<file path="config.mk">
export PLATFORM = sky130hd
export DESIGN_NAME = nmea_rmc_parser_flat
export DESIGN_NICKNAME = d
export VERILOG_FILES = /design/src/rtl/nmea_pkg.sv /design/src/rtl/nmea_rmc_parser_if.sv /design/src/rtl/nmea_bcd_field.sv /design/src/rtl/nmea_rmc_parser.sv /design/src/flat_wrapper.sv
export SDC_FILE = /design/constraint.sdc
export NUM_CORES = 1
export LEC_CHECK = 0
export CORE_MARGIN = 2
export CORE_UTILIZATION = 58
export CTS_CLUSTER_SIZE = 40
export DETAILED_ROUTE_END_ITERATION = 12
export MAX_ROUTING_LAYER = met4
export PLACE_DENSITY = 0.81
export SLEW_MARGIN = 20
export SYNTH_ARGS = -nofsm -noshare
export SYNTH_HDL_FRONTEND = slang
export SYNTH_SLANG_ARGS = --single-unit
</file>
<file path="constraint.sdc">
create_clock -name clk -period 3.21 [get_ports clk]
set_clock_uncertainty 0.15 [all_clocks]
set_input_delay 0.642 -clock clk [delete_from_list [all_inputs] [get_ports clk]]
set_output_delay 0.642 -clock clk [all_outputs]
set_load 0.02 [all_outputs]
</file>
<file path="src/rtl/nmea_pkg.sv">
// Shared types, ASCII constants and field layout for the RMC sentence parser.
package nmea_pkg;

    typedef enum logic [2:0] {ST_IDLE, ST_ADDR, ST_FIELDS, ST_CK_HI, ST_CK_LO} state_t;

    localparam logic [7:0] CH_DOLLAR = 8'h24;
    localparam logic [7:0] CH_STAR   = 8'h2A;
    localparam logic [7:0] CH_COMMA  = 8'h2C;
    localparam logic [7:0] CH_POINT  = 8'h2E;

    localparam logic [3:0] FLD_TIME   = 4'd1;
    localparam logic [3:0] FLD_STATUS = 4'd2;
    localparam logic [3:0] FLD_LAT    = 4'd3;
    localparam logic [3:0] FLD_NS     = 4'd4;
    localparam logic [3:0] FLD_LON    = 4'd5;
    localparam logic [3:0] FLD_EW     = 4'd6;
    localparam logic [3:0] FLD_DATE   = 4'd9;

    localparam int unsigned TIME_DIGITS = 6;
    localparam int unsigned LAT_DIGITS  = 4;
    localparam int unsigned LON_DIGITS  = 5;
    localparam int unsigned DATE_DIGITS = 6;
    localparam int unsigned FRAC_KEEP   = 4;

    typedef struct packed {
        logic       ok;
        logic [3:0] val;
    } hex_t;

    // Letters map to c[3:0] + 9 for both 'A'-'F' and 'a'-'f'.
    function automatic hex_t hex_nibble(input logic [7:0] c);
        hex_t r;
        r.ok  = 1'b1;
        r.val = '0;
        if (c >= "0" && c <= "9")      r.val = c[3:0];
        else if (c >= "A" && c <= "F") r.val = c[3:0] + 4'd9;
        else if (c >= "a" && c <= "f") r.val = c[3:0] + 4'd9;
        else                           r.ok  = 1'b0;
        return r;
    endfunction

endpackage

</file>
<file path="src/rtl/nmea_rmc_parser_if.sv">
// UART byte stream in, decoded RMC fix registers and status pulses out.
interface nmea_rmc_parser_if;
    logic [7:0]  rx_byte;
    logic        rx_valid;
    logic [23:0] utc_time;
    logic [23:0] utc_date;
    logic [31:0] lat_bcd;
    logic        lat_south;
    logic [35:0] lon_bcd;
    logic        lon_west;
    logic        fix_valid;
    logic        out_valid;
    logic        cksum_err;
    logic        fmt_err;

    modport master (output rx_byte, rx_valid,
                    input  utc_time, utc_date, lat_bcd, lat_south, lon_bcd, lon_west,
                           fix_valid, out_valid, cksum_err, fmt_err);
    modport slave  (input  rx_byte, rx_valid,
                    output utc_time, utc_date, lat_bcd, lat_south, lon_bcd, lon_west,
                           fix_valid, out_valid, cksum_err, fmt_err);
endinterface

</file>
<file path="src/rtl/nmea_bcd_field.sv">
// Accumulates one numeric NMEA field into packed BCD; flags malformed content.
module nmea_bcd_field import nmea_pkg::*; #(
    parameter int unsigned INT_DIGITS  = 6,
    parameter int unsigned FRAC_DIGITS = 0
) (
    input  logic                                  clk,
    input  logic                                  rst_n,
    input  logic                                  clear_i,
    input  logic                                  stb_i,
    input  logic [7:0]                            char_i,
    output logic [4*(INT_DIGITS+FRAC_DIGITS)-1:0] bcd_o,
    output logic                                  fmt_o
);
    localparam logic [3:0] INT_N  = 4'(INT_DIGITS);
    localparam logic [3:0] FRAC_N = 4'(FRAC_DIGITS);

    logic [4*INT_DIGITS-1:0] int_q, int_d;
    logic [3:0]              icnt_q, icnt_d, fcnt_q, fcnt_d;
    logic                    point_q, point_d, any_q, any_d, bad_q, bad_d;
    logic                    is_digit, frac_wr;

    assign is_digit = (char_i >= "0") && (char_i <= "9");
    assign frac_wr  = stb_i && !clear_i && is_digit && point_q && (fcnt_q < FRAC_N);

    always_comb begin
        int_d = int_q; icnt_d = icnt_q; fcnt_d = fcnt_q;
        point_d = point_q; any_d = any_q; bad_d = bad_q;
        if (clear_i) begin
            int_d = '0; icnt_d = '0; fcnt_d = '0;
            point_d = 1'b0; any_d = 1'b0; bad_d = 1'b0;
        end else if (stb_i) begin
            any_d = 1'b1;
            if (char_i == CH_POINT) begin
                if (point_q) bad_d = 1'b1;
                point_d = 1'b1;
            end else if (!is_digit) begin
                bad_d = 1'b1;
            end else if (!point_q) begin
                if (icnt_q == INT_N) bad_d = 1'b1;
                else begin
                    int_d  = {int_q[4*INT_DIGITS-5:0], char_i[3:0]};
                    icnt_d = icnt_q + 1'b1;
                end
            end else if (frac_wr) begin
                fcnt_d = fcnt_q + 1'b1;
            end
        end
    end

    always_ff @(posedge clk or negedge rst_n) begin
        if (!rst_n) begin
            int_q <= '0; icnt_q <= '0; fcnt_q <= '0;
            point_q <= 1'b0; any_q <= 1'b0; bad_q <= 1'b0;
        end else begin
            int_q <= int_d; icnt_q <= icnt_d; fcnt_q <= fcnt_d;
            point_q <= point_d; any_q <= any_d; bad_q <= bad_d;
        end
    end

    // Fraction digits fill MSB-first so that missing trailing digits stay zero.
    if (FRAC_DIGITS > 0) begin : g_frac
        logic [4*FRAC_DIGITS-1:0] frac_q, frac_d;
        always_comb begin
            frac_d = frac_q;
            if (clear_i) frac_d = '0;
            else if (frac_wr)
                for (int unsigned k = 0; k < FRAC_DIGITS; k++)
                    if (fcnt_q == 4'(k)) frac_d[4*(FRAC_DIGITS-1-k) +: 4] = char_i[3:0];
        end
        always_ff @(posedge clk or negedge rst_n) begin
            if (!rst_n) frac_q <= '0;
            else        frac_q <= frac_d;
        end
        assign bcd_o = {int_q, frac_q};
    end else begin : g_nofrac
        assign bcd_o = int_q;
    end

    assign fmt_o = bad_q | (any_q && (icnt_q != INT_N));

endmodule

</file>
<file path="src/rtl/nmea_rmc_parser.sv">
// On-the-fly RMC parser: checksum check, BCD conversion, holds last good fix.
module nmea_rmc_parser import nmea_pkg::*; #(
    parameter int unsigned MAX_BYTES = 128
) (
    input  logic               clk,
    input  logic               rst_n,
    nmea_rmc_parser_if.slave   bus
);
    localparam int unsigned    BW   = $clog2(MAX_BYTES + 1);
    localparam logic [BW-1:0]  MAXB = BW'(MAX_BYTES);

    state_t        state_q, state_d;
    logic [7:0]    ck_q, ck_d, ch;
    logic [2:0]    acnt_q, acnt_d;
    logic [3:0]    fld_q, fld_d;
    logic [BW-1:0] bcnt_q, bcnt_d;
    logic          fmt_q, fmt_d, seen_q, seen_d;
    logic          fix_q, fix_d, south_q, south_d, west_q, west_d;
    logic          ov_q, ov_d, ce_q, ce_d, fe_q, fe_d;
    hex_t          hi_q, hi_d, hx;
    logic          clr, sel_fmt;
    logic [3:0]    stb, ffmt;
    logic [23:0]   f_time, f_date, time_q, date_q;
    logic [31:0]   f_lat, lat_q;
    logic [35:0]   f_lon, lon_q;
    logic          ofix_q, osouth_q, owest_q;

    assign ch = bus.rx_byte;
    assign hx = hex_nibble(bus.rx_byte);

    always_comb begin
        state_d = state_q; ck_d = ck_q; acnt_d = acnt_q; fld_d = fld_q; bcnt_d = bcnt_q;
        fmt_d = fmt_q; seen_d = seen_q; fix_d = fix_q; south_d = south_q; west_d = west_q;
        hi_d = hi_q; ov_d = 1'b0; ce_d = 1'b0; fe_d = 1'b0; clr = 1'b0; stb = '0;
        case (fld_q)
            FLD_TIME: sel_fmt = ffmt[0];
            FLD_LAT:  sel_fmt = ffmt[1];
            FLD_LON:  sel_fmt = ffmt[2];
            FLD_DATE: sel_fmt = ffmt[3];
            default:  sel_fmt = 1'b0;
        endcase
        if (bus.rx_valid) begin
            if (ch == CH_DOLLAR) begin
                state_d = ST_ADDR; ck_d = '0; acnt_d = '0; fld_d = '0; bcnt_d = BW'(1);
                fmt_d = 1'b0; seen_d = 1'b0; fix_d = 1'b0; south_d = 1'b0; west_d = 1'b0;
                clr = 1'b1;
            end else if (state_q != ST_IDLE) begin
                bcnt_d = bcnt_q + 1'b1;
                if (bcnt_q >= MAXB) state_d = ST_IDLE;
                else case (state_q)
                    ST_ADDR: begin
                        ck_d = ck_q ^ ch; acnt_d = acnt_q + 1'b1;
                        if ((acnt_q == 3'd2 && ch != "R") || (acnt_q == 3'd3 && ch != "M") ||
                            (acnt_q == 3'd4 && ch != "C")) state_d = ST_IDLE;
                        else if (acnt_q == 3'd4) state_d = ST_FIELDS;
                    end
                    ST_FIELDS: begin
                        if (ch == CH_STAR) begin
                            fmt_d = fmt_q | sel_fmt; state_d = ST_CK_HI;
                        end else begin
                            ck_d = ck_q ^ ch;
                            if (ch == CH_COMMA) begin
                                fmt_d = fmt_q | sel_fmt; seen_d = 1'b0;
                                if (fld_q != 4'hF) fld_d = fld_q + 1'b1;
                            end else case (fld_q)
                                FLD_TIME: stb[0] = 1'b1;
                                FLD_LAT:  stb[1] = 1'b1;
                                FLD_LON:  stb[2] = 1'b1;
                                FLD_DATE: stb[3] = 1'b1;
                                FLD_STATUS, FLD_NS, FLD_EW: begin
                                    seen_d = 1'b1;
                                    if (seen_q) fmt_d = 1'b1;
                                    else if (fld_q == FLD_STATUS) begin
                                        if (ch == "A") fix_d = 1'b1; else if (ch != "V") fmt_d = 1'b1;
                                    end else if (fld_q == FLD_NS) begin
                                        if (ch == "S") south_d = 1'b1; else if (ch != "N") fmt_d = 1'b1;
                                    end else begin
                                        if (ch == "W") west_d = 1'b1; else if (ch != "E") fmt_d = 1'b1;
                                    end
                                end
                                default: ;
                            endcase
                        end
                    end
                    ST_CK_HI: begin hi_d = hx; state_d = ST_CK_LO; end
                    ST_CK_LO: begin
                        state_d = ST_IDLE;
                        if (!hi_q.ok || !hx.ok || {hi_q.val, hx.val} != ck_q) ce_d = 1'b1;
                        else if (fmt_q) fe_d = 1'b1;
                        else            ov_d = 1'b1;
                    end
                    default: state_d = ST_IDLE;
                endcase
            end
        end
    end

    always_ff @(posedge clk or negedge rst_n) begin
        if (!rst_n) begin
            state_q <= ST_IDLE; ck_q <= '0; acnt_q <= '0; fld_q <= '0; bcnt_q <= '0;
            fmt_q <= 1'b0; seen_q <= 1'b0; fix_q <= 1'b0; south_q <= 1'b0; west_q <= 1'b0;
            hi_q <= '0; ov_q <= 1'b0; ce_q <= 1'b0; fe_q <= 1'b0;
            time_q <= '0; date_q <= '0; lat_q <= '0; lon_q <= '0;
            ofix_q <= 1'b0; osouth_q <= 1'b0; owest_q <= 1'b0;
        end else begin
            state_q <= state_d; ck_q <= ck_d; acnt_q <= acnt_d; fld_q <= fld_d; bcnt_q <= bcnt_d;
            fmt_q <= fmt_d; seen_q <= seen_d; fix_q <= fix_d; south_q <= south_d; west_q <= west_d;
            hi_q <= hi_d; ov_q <= ov_d; ce_q <= ce_d; fe_q <= fe_d;
            if (ov_d) begin
                time_q <= f_time; date_q <= f_date; lat_q <= f_lat; lon_q <= f_lon;
                ofix_q <= fix_q; osouth_q <= south_q; owest_q <= west_q;
            end
        end
    end

    nmea_bcd_field #(.INT_DIGITS(TIME_DIGITS), .FRAC_DIGITS(0)) u_time (
        .clk(clk), .rst_n(rst_n), .clear_i(clr), .stb_i(stb[0]), .char_i(ch),
        .bcd_o(f_time), .fmt_o(ffmt[0]));
    nmea_bcd_field #(.INT_DIGITS(LAT_DIGITS), .FRAC_DIGITS(FRAC_KEEP)) u_lat (
        .clk(clk), .rst_n(rst_n), .clear_i(clr), .stb_i(stb[1]), .char_i(ch),
        .bcd_o(f_lat), .fmt_o(ffmt[1]));
    nmea_bcd_field #(.INT_DIGITS(LON_DIGITS), .FRAC_DIGITS(FRAC_KEEP)) u_lon (
        .clk(clk), .rst_n(rst_n), .clear_i(clr), .stb_i(stb[2]), .char_i(ch),
        .bcd_o(f_lon), .fmt_o(ffmt[2]));
    nmea_bcd_field #(.INT_DIGITS(DATE_DIGITS), .FRAC_DIGITS(0)) u_date (
        .clk(clk), .rst_n(rst_n), .clear_i(clr), .stb_i(stb[3]), .char_i(ch),
        .bcd_o(f_date), .fmt_o(ffmt[3]));

    assign bus.utc_time  = time_q;
    assign bus.utc_date  = date_q;
    assign bus.lat_bcd   = lat_q;
    assign bus.lat_south = osouth_q;
    assign bus.lon_bcd   = lon_q;
    assign bus.lon_west  = owest_q;
    assign bus.fix_valid = ofix_q;
    assign bus.out_valid = ov_q;
    assign bus.cksum_err = ce_q;
    assign bus.fmt_err   = fe_q;

endmodule

</file>
<file path="src/flat_wrapper.sv">
// flat-port wrapper written by rule: the top's interface ports become plain ports
module nmea_rmc_parser_flat import nmea_pkg::*;
#(
    parameter int unsigned MAX_BYTES = 128
)
  (clk, rst_n, bus_rx_byte, bus_rx_valid, bus_utc_time, bus_utc_date, bus_lat_bcd, bus_lat_south, bus_lon_bcd, bus_lon_west, bus_fix_valid, bus_out_valid, bus_cksum_err, bus_fmt_err);
  nmea_rmc_parser_if bus_i ();
  input  logic clk;
  input  logic rst_n;
  input wire logic [$bits(bus_i.rx_byte)-1:0] bus_rx_byte;
  input wire logic [$bits(bus_i.rx_valid)-1:0] bus_rx_valid;
  output wire logic [$bits(bus_i.utc_time)-1:0] bus_utc_time;
  output wire logic [$bits(bus_i.utc_date)-1:0] bus_utc_date;
  output wire logic [$bits(bus_i.lat_bcd)-1:0] bus_lat_bcd;
  output wire logic [$bits(bus_i.lat_south)-1:0] bus_lat_south;
  output wire logic [$bits(bus_i.lon_bcd)-1:0] bus_lon_bcd;
  output wire logic [$bits(bus_i.lon_west)-1:0] bus_lon_west;
  output wire logic [$bits(bus_i.fix_valid)-1:0] bus_fix_valid;
  output wire logic [$bits(bus_i.out_valid)-1:0] bus_out_valid;
  output wire logic [$bits(bus_i.cksum_err)-1:0] bus_cksum_err;
  output wire logic [$bits(bus_i.fmt_err)-1:0] bus_fmt_err;
  assign bus_i.rx_byte = bus_rx_byte;
  assign bus_i.rx_valid = bus_rx_valid;
  assign bus_utc_time = bus_i.utc_time;
  assign bus_utc_date = bus_i.utc_date;
  assign bus_lat_bcd = bus_i.lat_bcd;
  assign bus_lat_south = bus_i.lat_south;
  assign bus_lon_bcd = bus_i.lon_bcd;
  assign bus_lon_west = bus_i.lon_west;
  assign bus_fix_valid = bus_i.fix_valid;
  assign bus_out_valid = bus_i.out_valid;
  assign bus_cksum_err = bus_i.cksum_err;
  assign bus_fmt_err = bus_i.fmt_err;
  nmea_rmc_parser #(.MAX_BYTES(MAX_BYTES)) u_core (.clk(clk), .rst_n(rst_n), .bus(bus_i));
endmodule
</file>
Yosys cells after proc, flatten, opt, wreduce, memory -nomap -nowiden
Index checks and enable logic that the tools add are counted.
{ "totals": {"register_bits": 310, "input_bits": 11, "elab_cells": 489} }
{ "op_classes": {"add_sub_neg": 10, "n_lt_le_gt_ge": 9, "eq_ne": 78, "mux": 237, "bitwise_logic": 8, "reduce_logical": 95} }
{ "ops": {"columns": ["op", "count"], "rows": [
  ["two-way mux 24 bit", 12],
  ["two-way mux 4 bit", 61],
  ["two-way mux 16 bit", 10],
  ["two-way mux 1 bit", 129],
  ["two-way mux 20 bit", 6],
  ["nonzero test 2 bit", 29],
  ["two-way mux 8 bit", 6],
  ["inequality test 8 x 7 -> 1 bit, second input constant", 6],
  ["AND reduction 5 bit", 8],
  ["inequality test 4 x 3 -> 1 bit, second input constant", 9],
  ["AND reduction 11 bit", 3],
  ["== test 8 x 6 -> 1 bit, second input constant", 4],
  ["two-way mux 3 bit", 10],
  ["adder 4 x 1 -> 4 bit, second input constant", 7],
  ["== test 4 x 3 -> 1 bit, second input constant", 7],
  ["AND reduction 2 bit", 13],
  ["== test 4 x 2 -> 1 bit, second input constant", 6],
  ["== test 8 x 7 -> 1 bit, second input constant", 3],
  ["inequality test 2 x 1 -> 1 bit, second input constant", 12],
  ["AND reduction 4 bit", 6],
  ["logical AND 1 bit", 18],
  [">= comparator 8 x 7 -> 1 bit, second input constant", 2],
  ["less-or-equal comparator 8 x 7 -> 1 bit, second input constant", 2],
  ["one-hot mux 8 bit (2 select lines)", 1],
  ["38 further kinds", 67]
]} }

Logic depth before layout (Yosys ltp)
Gate-level depths: netlist of the first run.
{ "depth": {"word_depth": 19, "mapped_depth": 12} }

Cells and area by module
A second synthesis of the first run with hierarchy kept.
{ "hier_totals": {"cells_unflattened": 1163, "area_unflattened_um2": 14577.7} }
{ "by_module_without_submodules": {"columns": ["mod", "n_inst", "cells_each", "area_each_um2", "seq_area_each_um2"], "rows": [
  ["nmea_rmc_parser", 1, 564, 7733.7, 3953.8],
  ["nmea_bcd_field (u_core.u_lon)", 1, 189, 2145.8, 1176.1],
  ["nmea_bcd_field (u_core.u_lat)", 1, 173, 1975.6, 1076.0],
  ["nmea_bcd_field (u_core.u_time)", 1, 119, 1363.8, 775.7],
  ["nmea_bcd_field (u_core.u_date)", 1, 118, 1358.8, 775.7]
]} }

Worst setup path after synthesis of the first run
OpenSTA, ideal clock, no wires.
{ "synth_timing": {"path_kind": "input to register", "startpoint": "input port bus_rx_byte[0]", "endpoint": "register u_core.lat_q[0] (netlist: u_core.bus.lat_bcd[0])", "setup_ns": 0.125, "arrival_ns": 3.545, "required_ns": 2.935, "setup_slack_ns": -0.610, "path_stages": 11, "cell_sequence": "clkbuf_1 > inv_1 > ha_1 > nor3b_1 > or4_4 > a2111oi_2 > a311oi_1 > or4_4 > buf_6 > buf_6 > mux2_4"} }
{ "synth_via": {"elab_chain_len": 14, "word_cells_on_any_way": 27, "cone_classes": "1 x add/sub; 6 x order compare; 2 x eq/ne; 12 x mux; 6 x reduce/logical"} }
{ "synth_rtl": {"columns": ["item", "line", "source"], "rows": [
  ["from (decl)", "flat_wrapper.sv:10", "input wire logic [$bits(bus_i.rx_byte)-1:0] bus_rx_byte;"],
  ["parallel branches: the longest is 12 deep, another holds >= comparator 8 x 7 -> 1 bit", null, null],
  ["two-way mux 1 bit *", "nmea_rmc_parser.sv:43", "if (ch == CH_DOLLAR) begin"],
  ["two-way mux 1 bit *", "nmea_rmc_parser.sv:42", "if (bus.rx_valid) begin"],
  ["to (signal assigned)", "nmea_rmc_parser.sv:110", "time_q <= f_time; date_q <= f_date; lat_q <= f_lat; lon_q <= f_lon;"],
  ["to (decl)", "nmea_rmc_parser.sv:24", "logic [31:0] f_lat, lat_q;"]
]} }
Mark *: on every way between the ends.
A chain may end at the register's enable or synchronous reset.

Worst setup path in the final report of the first run
{ "layout_timing": {"startpoint": "input port bus_rx_byte[4]", "endpoint": "register u_core.lon_q[14] (netlist: u_core.bus.lon_bcd[14])"} }
{ "layout_via": {"elab_chain_len": 14, "word_cells_on_any_way": 26, "cone_classes": "6 x order compare; 2 x eq/ne; 12 x mux; 6 x reduce/logical"} }
{ "layout_rtl": {"columns": ["item", "line", "source"], "rows": [
  ["parallel branches: the longest is 12 deep, another holds >= comparator 8 x 7 -> 1 bit", null, null],
  ["two-way mux 1 bit *", "nmea_rmc_parser.sv:43", null],
  ["two-way mux 1 bit *", "nmea_rmc_parser.sv:42", null],
  ["to (signal assigned)", "nmea_rmc_parser.sv:110", null],
  ["to (decl)", "nmea_rmc_parser.sv:25", "logic [35:0] f_lon, lon_q;"]
]} }
Marks and branches as above.

==> flow_metrics.env, run 1 <==
export IMPL_place_gp_congestion=0.875
export IMPL_synth_edf_count=0
export IMPL_worstHoldEndpoint="u_core.u_lat.any_q"
export IMPL_cts_htree_levels=1
export IMPL_utilization_pct=77.0
export IMPL_die_height_um=160
export IMPL_async_flop_share_pct=100
export IMPL_post_route_worst_setup_slack_ps=10.5
export IMPL_drt_total_wl_um=35000
export IMPL_post_place_cells=1728
export IMPL_netlist_top_cells_area="dfrtp_1 (55%), mux2_4 (12%), nand2_1 (4.8%)"
export IMPL_relSlewSlack_pct=60.9
export IMPL_yosysSeqAreaShare_pct=55.1
export IMPL_drc_errors=0
export IMPL_power_density_mw_per_mm2=448
export IMPL_grt_max_degree=82
export IMPL_finalCritPeriodShare_pct=99.7
export IMPL_ys_warn_count=0
export IMPL_slew_viol_final=0
export IMPL_hpwl_um=21200
export IMPL_start_util_pct=59.6
export IMPL_setup_worst_path_end_class="flop"
export IMPL_status="completed"
export IMPL_std_cell_rows=56
export IMPL_tritoncts="yes"
export IMPL_antenna_cells=0
export IMPL_ctsRootBufferMaster="clkbuf_16"
export IMPL_crit_start="bus_rx_byte[4]"
export IMPL_finalHoldViolCount=0
export IMPL_syn_mean_instance_area_um2=11.3
export IMPL_core_area_mm2=0.0236
export IMPL_setup_violations=0
export IMPL_final_cell_mix="dfrtp_1 (310), nand2_1 (180), clkdlybuf4s50_1 (123)"
export IMPL_regToRegSetupSlack_ps=270
export IMPL_final_nets=1509
export IMPL_r2r_start="u_core.state_q[2]"
export IMPL_cp_max_fo=7
export IMPL_io_buffers=132
export IMPL_reg2reg_depth=10
export IMPL_leakagePower_nw=9.06
export IMPL_rsz0062_at_grt="yes"
export IMPL_syn2layout_area_growth_pct=29.2
export IMPL_synthesis_nets=1285
export IMPL_cts_made_buffers=31
export IMPL_grtUsageTotal_pct=28.2
export IMPL_ios=133
export IMPL_arrival_ps=3490
export IMPL_ir_drop_mv=0.421
export IMPL_clock_sinks=310
export IMPL_insertion_delay_ps=570
export IMPL_grt_pass1_wl_um=57100
export IMPL_crit_path_start_kind="input port"
export IMPL_ant_nets=0
export IMPL_hold_slack_ps=327
export IMPL_n_fill_cell=1467
export IMPL_holdCritStartpoint="u_core.u_lat.any_q"
export IMPL_synth_top_cell_by_area="dfrtp_1"
export IMPL_clockBufferDepth=3
export IMPL_grt_remaining_overflow=0
export IMPL_dieWidth_um=160
export IMPL_via_count=10400
export IMPL_r2r_end="u_core.u_date.bcd_o[19]"
export IMPL_ys_types=68
export IMPL_grt_pass1_vias=10800
export IMPL_fin_crit_ps=3200
export IMPL_vias_per_cell=5.75
export IMPL_synth_ff_type="dfrtp_1"
export IMPL_drv_cap=0
export IMPL_post_place_ws_ps=-917
export IMPL_hold_path_depth=1
export IMPL_synthCells=1243
export IMPL_clkTransAtPathRegs_ps=60
export IMPL_wl_per_cell_um=19.3
export IMPL_cp_data_required_time_ps=3500
export IMPL_synth_seq_cells=310
export IMPL_crit_type="in -> reg"
export IMPL_yosysTopAreaCellShare_pct=55.1
export IMPL_final_common_cell="dfrtp_1"
export IMPL_hold_class="reg -> reg"
export IMPL_first_iter_violations=750
export IMPL_worst_pin_slew_ps=584
export IMPL_drtPass1Iterations=5
export IMPL_grt_antenna_before_repair=0
export IMPL_drive_above_1_share_pct=22.9
export IMPL_stdcell_count=1810
export IMPL_syn_cell_area_mm2=0.0141
export IMPL_dieArea_mm2=0.0255
export IMPL_clock_fmax_mhz=313
worst max-delay path by stage:
stage,endpoint,slack (ps)
after CTS,u_core.bus.lon_bcd[14],1
after floorplan,u_core.bus.lat_bcd[0],-370
final,u_core.bus.lon_bcd[14],10
after detailed placement,u_core.bus.lat_bcd[12],-920
after global routing,u_core.bus.lon_bcd[14],-10
after global placement,u_core.bus.lat_bcd[10],-890
per-layer routing:
layer | share of wire [%] | track usage, %
met5 | 0 | -
met4 | 2.5 | 7.31
met3 | 4.6 | 3.17
met2 | 51 | 46.9
met1 | 42 | 37.2
worst max-delay path, cell delays in order:
cell       delay (ps)
buf_6              90
or4b_4            520
or4_4             520
a2111oi_4         310
a311oi_2           90
or4_4             630
buf_12            210
buf_16            150
mux2_4            300
layout make-up:
type / count / area (µm²) / area share (%)
Clock buffer: 42 / 847 / 4.66
Clock inverter: 15 / 229 / 1.26
Inverter: 40 / 153 / 0.840
Multi-Input combinational cell: 817 / 5920 / 32.6
Sequential cell: 310 / 7760 / 42.7
Tap cell: 319 / 399 / 2.20
Timing Repair Buffer: 267 / 2870 / 15.8
synthesized netlist by cell type (6+ instances only):
cell type / n
dfrtp_1: 310
xnor2_1: 10
nand2b_1: 8
mux2_2: 11
o21ai_0: 55
buf_6: 13
a21o_1: 6
a21oi_1: 77
and2_1: 6
nor3_1: 6
and3_1: 10
nand3_1: 74
mux2_4: 110
inv_1: 40
buf_1: 7
or3_1: 7
nor2_1: 80
ha_1: 31
nand4_1: 10
clkbuf_1: 53
nor3b_1: 6
xor2_1: 7
mux2i_1: 32
nand2_1: 180
o211ai_1: 6
cells by family (layout without fill, tap and decap cells):
| kind of cell | count (synthesis) | count (layout) | synth area share, % |
|---|---|---|---|
| muxes | 154 | 154 | 15.0 |
| AOI/OAI and AO/OA | 190 | 190 | 8.01 |
| buffers and inverters | 116 | 364 | 3.83 |
| adders and majority gates | 31 | 31 | 2.76 |
| xor gates and xnor gates | 17 | 17 | 1.06 |
| and+or+nand+nor | 425 | 425 | 14.2 |
| DFF | 310 | 310 | 55.1 |
report_power, final:
part | switching (W) | total [W] | internal [W]
registers | 0.0000268 | 0.00396 | 0.00393
logic | 0.000224 | 0.000357 | 0.000133
clock network | 0.00156 | 0.00382 | 0.00226
state kept, by name, summed over array words and instances, names as in the netlist, 5 cells and up:
signal	cells
u_core.bus.lon_bcd	36
u_core.bcnt_q	8
u_core.hi_q	5
u_core.bus.lat_bcd	32
u_core.ck_q	8
u_core.u_date.bcd_o	24
u_core.bus.utc_date	24
u_core.bus.utc_time	24
u_core.u_lat.int_q	16
u_core.u_lat.g_frac.frac_q	16
u_core.u_lon.g_frac.frac_q	16
u_core.u_lon.int_q	20
u_core.u_time.bcd_o	24
stage by stage:
step	TNS, ps	total power [W]	instance area, µm²
finish	0	0.00814	18200
global route	-78.4	0.00839	18200
CTS	0	0.00817	18000
detailed placement	-169610	0.00436	16500
global placement	-166760	0.00435	16500
floorplan	-41790	0.00417	14200
repair_timing:
item / 4_1_cts / 5_1_grt
endpoints found under the hold margin: 55 / 0
pin swaps: 6 / 3
gates resized for setup: 55 / 12
gates cloned: 9 / 4
hold buffers: 1 / 0
buffers inserted: 11 / 0
endpoints found under the setup margin: 120 / 122
(Power assumes the default switching activity.)
==> inputs of run 2 (changes only) <==
--- a/config.mk
+++ b/config.mk
@@ -6,11 +6,11 @@
 export NUM_CORES = 1
 export LEC_CHECK = 0
 export CORE_MARGIN = 2
-export CORE_UTILIZATION = 58
+export CORE_UTILIZATION = 30
 export CTS_CLUSTER_SIZE = 40
 export DETAILED_ROUTE_END_ITERATION = 12
 export MAX_ROUTING_LAYER = met4
-export PLACE_DENSITY = 0.81
+export PLACE_DENSITY = 0.51
 export SLEW_MARGIN = 20
 export SYNTH_ARGS = -nofsm -noshare
 export SYNTH_HDL_FRONTEND = slang
==> flow_metrics.env, run 2 (synthesized netlist as in run 1, its figures left out) <==
export IMPL_status="completed"
export IMPL_r2r_start="u_core.state_q[0]"
export IMPL_clock_fmax_mhz=317
export IMPL_switching_share_pct=21.7
export IMPL_ir_drop_mv=0.283
export IMPL_ctsRootBufferMaster="clkbuf_16"
export IMPL_std_cell_rows=79
export IMPL_worstHoldEndpoint="u_core.u_lon.any_q"
export IMPL_final_nets=1516
export IMPL_crit_path_start_kind="input port"
export IMPL_place_gp_congestion=0.826
export IMPL_crit_top_cell="or4_4"
export IMPL_hold_class="reg -> reg"
export IMPL_via_count=9920
export IMPL_fin_crit_ps=3160
export IMPL_largest_reg_flops=36
export IMPL_grt_remaining_overflow=0
export IMPL_antenna_cells=0
export IMPL_place_area_mm2=0.0170
export IMPL_grt_antenna_before_repair=0
export IMPL_arrival_ps=3410
export IMPL_hold_path_depth=1
export IMPL_seqPwrFrac_pct=46.1
export IMPL_crit_start="bus_rx_byte[4]"
export IMPL_grt_pass1_wl_um=56300
export IMPL_power_density_mw_per_mm2=461
export IMPL_io_buffers=132
export IMPL_utilization_pct=40.1
export IMPL_syn2layout_area_growth_pct=32.3
export IMPL_final_common_cell="dfrtp_1"
export IMPL_die_height_um=221
export IMPL_crit_family="simple AND/OR/NAND/NOR gates"
export IMPL_final_cell_mix="dfrtp_1 (310), nand2_1 (180), clkdlybuf4s50_1 (123)"
export IMPL_regToRegSetupSlack_ps=350
export IMPL_dieWidth_um=221
export IMPL_holdCritStartpoint="u_core.u_lon.any_q"
export IMPL_intPower_w=0.00672
export IMPL_drtPass1Iterations=5
export IMPL_grtUsageTotal_pct=15.1
export IMPL_path_cells="clkbuf_2, or4b_4, or4_4, a2111oi_4, a311oi_2, or4_4, buf_12, clkbuf_16, mux2_4"
export IMPL_slew_viol_final=0
export IMPL_relSlewSlack_pct=40.4
export IMPL_drive_above_1_share_pct=23.8
export IMPL_cts_made_buffers=36
export IMPL_reg2reg_depth=8
export IMPL_core_area_mm2=0.0465
export IMPL_dieArea_mm2=0.0486
export IMPL_clock_sinks=310
export IMPL_tritoncts="yes"
export IMPL_drv_cap=0
export IMPL_ant_nets=0
export IMPL_cp_data_required_time_ps=3460
export IMPL_setup_violations=0
export IMPL_stdcell_area_mm2=0.0186
export IMPL_crit_slowest_cell="or4_4"
export IMPL_finalCritPeriodShare_pct=98.4
export IMPL_hold_slack_ps=331
export IMPL_ios=133
export IMPL_clock_power_share_pct=49.7
export IMPL_first_iter_violations=564
export IMPL_power_frac_comb_pct=4.2
export IMPL_grt_pass1_vias=10000
export IMPL_vias_per_cell=4.71
export IMPL_cts_htree_levels=2
export IMPL_setup_worst_path_end_class="flop"
export IMPL_crit_buf_inv=3
export IMPL_clkTransAtPathRegs_ps=60
export IMPL_leakagePower_nw=9.11
export IMPL_drc_errors=0
export IMPL_wl_per_cell_um=16.9
export IMPL_grt_max_degree=72
export IMPL_p_switching_w=0.00187
export IMPL_insertion_delay_ps=520
export IMPL_clockBufferDepth=3
export IMPL_start_util_pct=30.3
export IMPL_hpwl_um=23400
export IMPL_worst_pin_slew_ps=894
export IMPL_critPathMaxStageDelay_ps=530
export IMPL_drt_total_wl_um=35600
export IMPL_cp_max_fo=7
export IMPL_finalHoldViolCount=0
export IMPL_crit_type="in -> reg"
export IMPL_r2r_end="u_core.u_time.icnt_q[1]"
[run 2: cell types whose count changed in the layout (fill, tap and decap cells not counted), sizes merged]
cell	delta
bufbuf	-1
bufinv	-1
clkbuf	+13
clkinv	+3
clkinvlp	-3
dlygate4sd2	-1
inv	-2
[run 2: worst reg2reg max path, delay by kind of cell, from the launching register on]
family | cells | cell delay, ps
AOI/OAI and AO/OA | 2 | 330
DFF | 1 | 460
and+or+nand+nor | 3 | 1220
buffers and inverters | 3 | 620
[run 2: routing by layer]
layer | global-route usage (%) | share of wire [%] | wire (µm)
met1 | 20.1 | 46 | 16500
met2 | 24.1 | 48 | 17000
met3 | 2.53 | 4.0 | 1430
met4 | 3.53 | 2.0 | 696
met5 | - | 0 | 0
[run 2: area by class of cell]
type,count,area (µm²)
Fill cell,4490,27800
Multi-Input combinational cell,817,5950
Clock inverter,12,168
Inverter,40,153
Tap cell,607,759
Clock buffer,51,1080
Timing Repair Buffer,269,2760
Sequential cell,310,7760
[run 2: stage by stage]
stage	setup WS (ps)	setup TNS, ps	total power [W]	instances
global placement	-941	-177650	0.00438	2027
floorplan	-365	-41790	0.00417	1243
finish	50.9	0	0.00859	2106
global route	-14.7	-257	0.00896	2106
CTS	11.1	0	0.00872	2100
detailed placement	-964	-182670	0.00439	2027
[run 2: how the worst max path moves through the flow]
stage	cells past startpoint	to
floorplan	9	u_core.bus.lat_bcd[0]
global placement	11	u_core.bus.lat_bcd[29]
detailed placement	11	u_core.bus.lat_bcd[29]
CTS	10	u_core.bus.utc_time[21]
global route	14	u_core.bus.utc_time[21]
finish	9	u_core.bus.utc_time[21]
[run 2: repair_timing]
item / CTS / global route
buffers inserted: 6 / 2
endpoints found under the setup margin: 139 / 118
hold buffers: 1 / 0
hold endpoints to repair: 39 / 0
pin swaps: 8 / 8
cloned: 3 / 4
gates resized for setup: 31 / 14
[run 2: power by group through the flow]
stage                     clock (W)  combinational [W]  sequential [W]
after floorplan                   0           0.000146         0.00403
after CTS                   0.00440           0.000361         0.00396
after global placement            0           0.000352         0.00403
after global routing        0.00459           0.000406         0.00396
after detailed placement          0           0.000356         0.00403
final                       0.00427           0.000361         0.00396
==> inputs of run 3 (changes only) <==
--- a/config.mk
+++ b/config.mk
@@ -6,11 +6,11 @@
 export NUM_CORES = 1
 export LEC_CHECK = 0
 export CORE_MARGIN = 2
-export CORE_UTILIZATION = 30
+export CORE_UTILIZATION = 34
 export CTS_CLUSTER_SIZE = 40
 export DETAILED_ROUTE_END_ITERATION = 12
 export MAX_ROUTING_LAYER = met4
-export PLACE_DENSITY = 0.51
+export PLACE_DENSITY = 0.56
 export SLEW_MARGIN = 20
 export SYNTH_ARGS = -nofsm -noshare
 export SYNTH_HDL_FRONTEND = slang
==> flow_metrics.env, run 3 (synthesized netlist as in run 1, its figures left out) <==
export IMPL_ios=133
export IMPL_status="completed"
export IMPL_grt_remaining_overflow=0
export IMPL_crit_type="in -> reg"
export IMPL_regArea_mm2=0.00776
export IMPL_rsz0062_at_grt="yes"
export IMPL_grt_max_degree=65
export IMPL_arrival_ps=3430
export IMPL_hold_class="reg -> reg"
export IMPL_ctsRootBufferMaster="clkbuf_16"
export IMPL_drtPass1Iterations=5
export IMPL_first_iter_violations=487
export IMPL_crit_path_start_kind="input port"
export IMPL_setup_violations=0
export IMPL_leakagePower_nw=8.97
export IMPL_clock_sinks=310
export IMPL_dieWidth_um=207
export IMPL_n_fill_cell=3829
export IMPL_cts_made_buffers=36
export IMPL_finalCritPeriodShare_pct=99.4
export IMPL_cp_max_fo=8
export IMPL_antenna_cells=0
export IMPL_power_density_mw_per_mm2=442
export IMPL_io_buffers=132
export IMPL_critPathMaxStageDelay_ps=590
export IMPL_finalHoldViolCount=0
export IMPL_slew_viol_final=0
export IMPL_regToRegSetupSlack_ps=470
export IMPL_crit_buf_inv=3
export IMPL_vias_per_cell=4.91
export IMPL_via_count=9931
export IMPL_std_cell_rows=74
export IMPL_grt_pass1_wl_um=56000
export IMPL_largest_reg_flops=36
export IMPL_die_height_um=207
export IMPL_grt_antenna_before_repair=0
export IMPL_tritoncts="yes"
export IMPL_drc_errors=0
export IMPL_insertion_delay_ps=520
export IMPL_place_gp_congestion=0.851
export IMPL_multiInputGateArea_mm2=0.00587
export IMPL_drt_total_wl_um=34700
export IMPL_final_common_cell="dfrtp_1"
export IMPL_grtUsageTotal_pct=16.4
export IMPL_dieArea_mm2=0.0430
export IMPL_drv_cap=0
export IMPL_wl_per_cell_um=17.1
export IMPL_hold_slack_ps=330
export IMPL_final_cell_mix="dfrtp_1 (310), nand2_1 (180), clkdlybuf4s50_1 (123)"
export IMPL_clkTransAtPathRegs_ps=60
export IMPL_clockBufferDepth=3
export IMPL_drive_above_1_share_pct=22.6
export IMPL_crit_slowest_cell="or4_4"
export IMPL_clock_fmax_mhz=313
export IMPL_grt_pass1_vias=10100
export IMPL_relSlewSlack_pct=37.1
export IMPL_cp_data_required_time_ps=3450
export IMPL_crit_family="simple AND/OR/NAND/NOR gates"
export IMPL_post_place_ws_ps=-979
export IMPL_path_cells="buf_6, or4b_4, or4_4, a2111oi_4, a311oi_2, or4_4, buf_12, clkbuf_16, mux2_4"
export IMPL_final_nets=1514
export IMPL_start_util_pct=34.5
export IMPL_ant_nets=0
export IMPL_setup_worst_path_end_class="flop"
export IMPL_syn2layout_area_growth_pct=29.9
export IMPL_hpwl_um=22700
export IMPL_post_route_worst_setup_slack_ps=19.5
export IMPL_crit_top_cell="or4_4"
export IMPL_core_area_mm2=0.0408
export IMPL_ir_drop_mv=0.316
export IMPL_worst_pin_slew_ps=941
export IMPL_cts_htree_levels=2
export IMPL_fin_crit_ps=3190
run 3: cell types whose count changed in the layout (fill, tap and decap cells not counted), sizes merged:
cell,previous run,this run
clkinvlp,0,1
buf,135,138
clkbuf,60,57
clkinv,8,4
bufinv,4,0
run 3: worst paths after layout:
kind	depth (start not counted)	startpoint	end
worst min-delay path	1	u_core.bcnt_q[6]	u_core.bcnt_q[6]
min in group asynchronous	2	rst_n	u_core.bus.lon_bcd[29]
worst max-delay path	9	bus_rx_byte[7]	u_core.bus.utc_date[9]
max in group asynchronous	3	rst_n	u_core.bus.utc_date[15]
worst max register to register	8	u_core.state_q[2]	u_core.u_lat.icnt_q[3]
worst min register to register	1	u_core.bcnt_q[6]	u_core.bcnt_q[6]
run 3: what timing repair did:
item / CTS / global route
pin swaps: 5 / 6
endpoints found under the setup margin: 135 / 117
hold buffers: 1 / 0
hold endpoints to repair: 59 / 0
cloned: 3 / 6
resized for setup: 43 / 13
setup buffers: 7 / 1
run 3: power by group:
| part | internal, W | leakage (nW) | switching (W) |
|---|---|---|---|
| sequential | 0.00394 | 4.26 | 0.0000263 |
| clock | 0.00222 | 0.521 | 0.00154 |
| combinational | 0.000130 | 4.19 | 0.000221 |
| total | 0.00628 | 8.97 | 0.00178 |
run 3: per-stage QoR:
stage          utilization, %  power (W)  cells  area (µm²)  TNS, ps
2_1_floorplan               -    0.00417   1243       14200   -41790
3_3_place_gp             41.3    0.00437   1949       16900  -187260
3_5_place_dp             41.3    0.00438   1949       16900  -190950
4_1_cts                  44.4    0.00820   2018       18100     -619
5_1_grt                  44.7    0.00841   2024       18300     -267
6_report                 44.7    0.00807   2024       18300        0
run 3: routing by layer:
metal,up-vias,global-route usage [%],wire length [µm]
met5,-,-,0
met4,0,4.41,775
met3,51,2.45,1060
met2,147,26.2,16700
met1,4978,21.7,16100
li1,4755,-,-
run 3: final cells by class:
| type | instances | area share [%] |
|---|---|---|
| Sequential cell | 310 | 42.5 |
| Multi-Input combinational cell | 817 | 32.1 |
| Timing Repair Buffer | 267 | 15.1 |
| Clock buffer | 53 | 5.67 |
| Tap cell | 532 | 3.64 |
| Inverter | 40 | 0.836 |
| Clock inverter | 5 | 0.151 |
run 3: worst register-to-register path, cell delays in order (launching register included):
cell,delay [ps]
dfrtp_1,460
nor4b_1,320
buf_4,180
o311ai_2,200
buf_4,200
nor4b_2,650
nand4_1,200
xor2_1,200
nor2_1,60
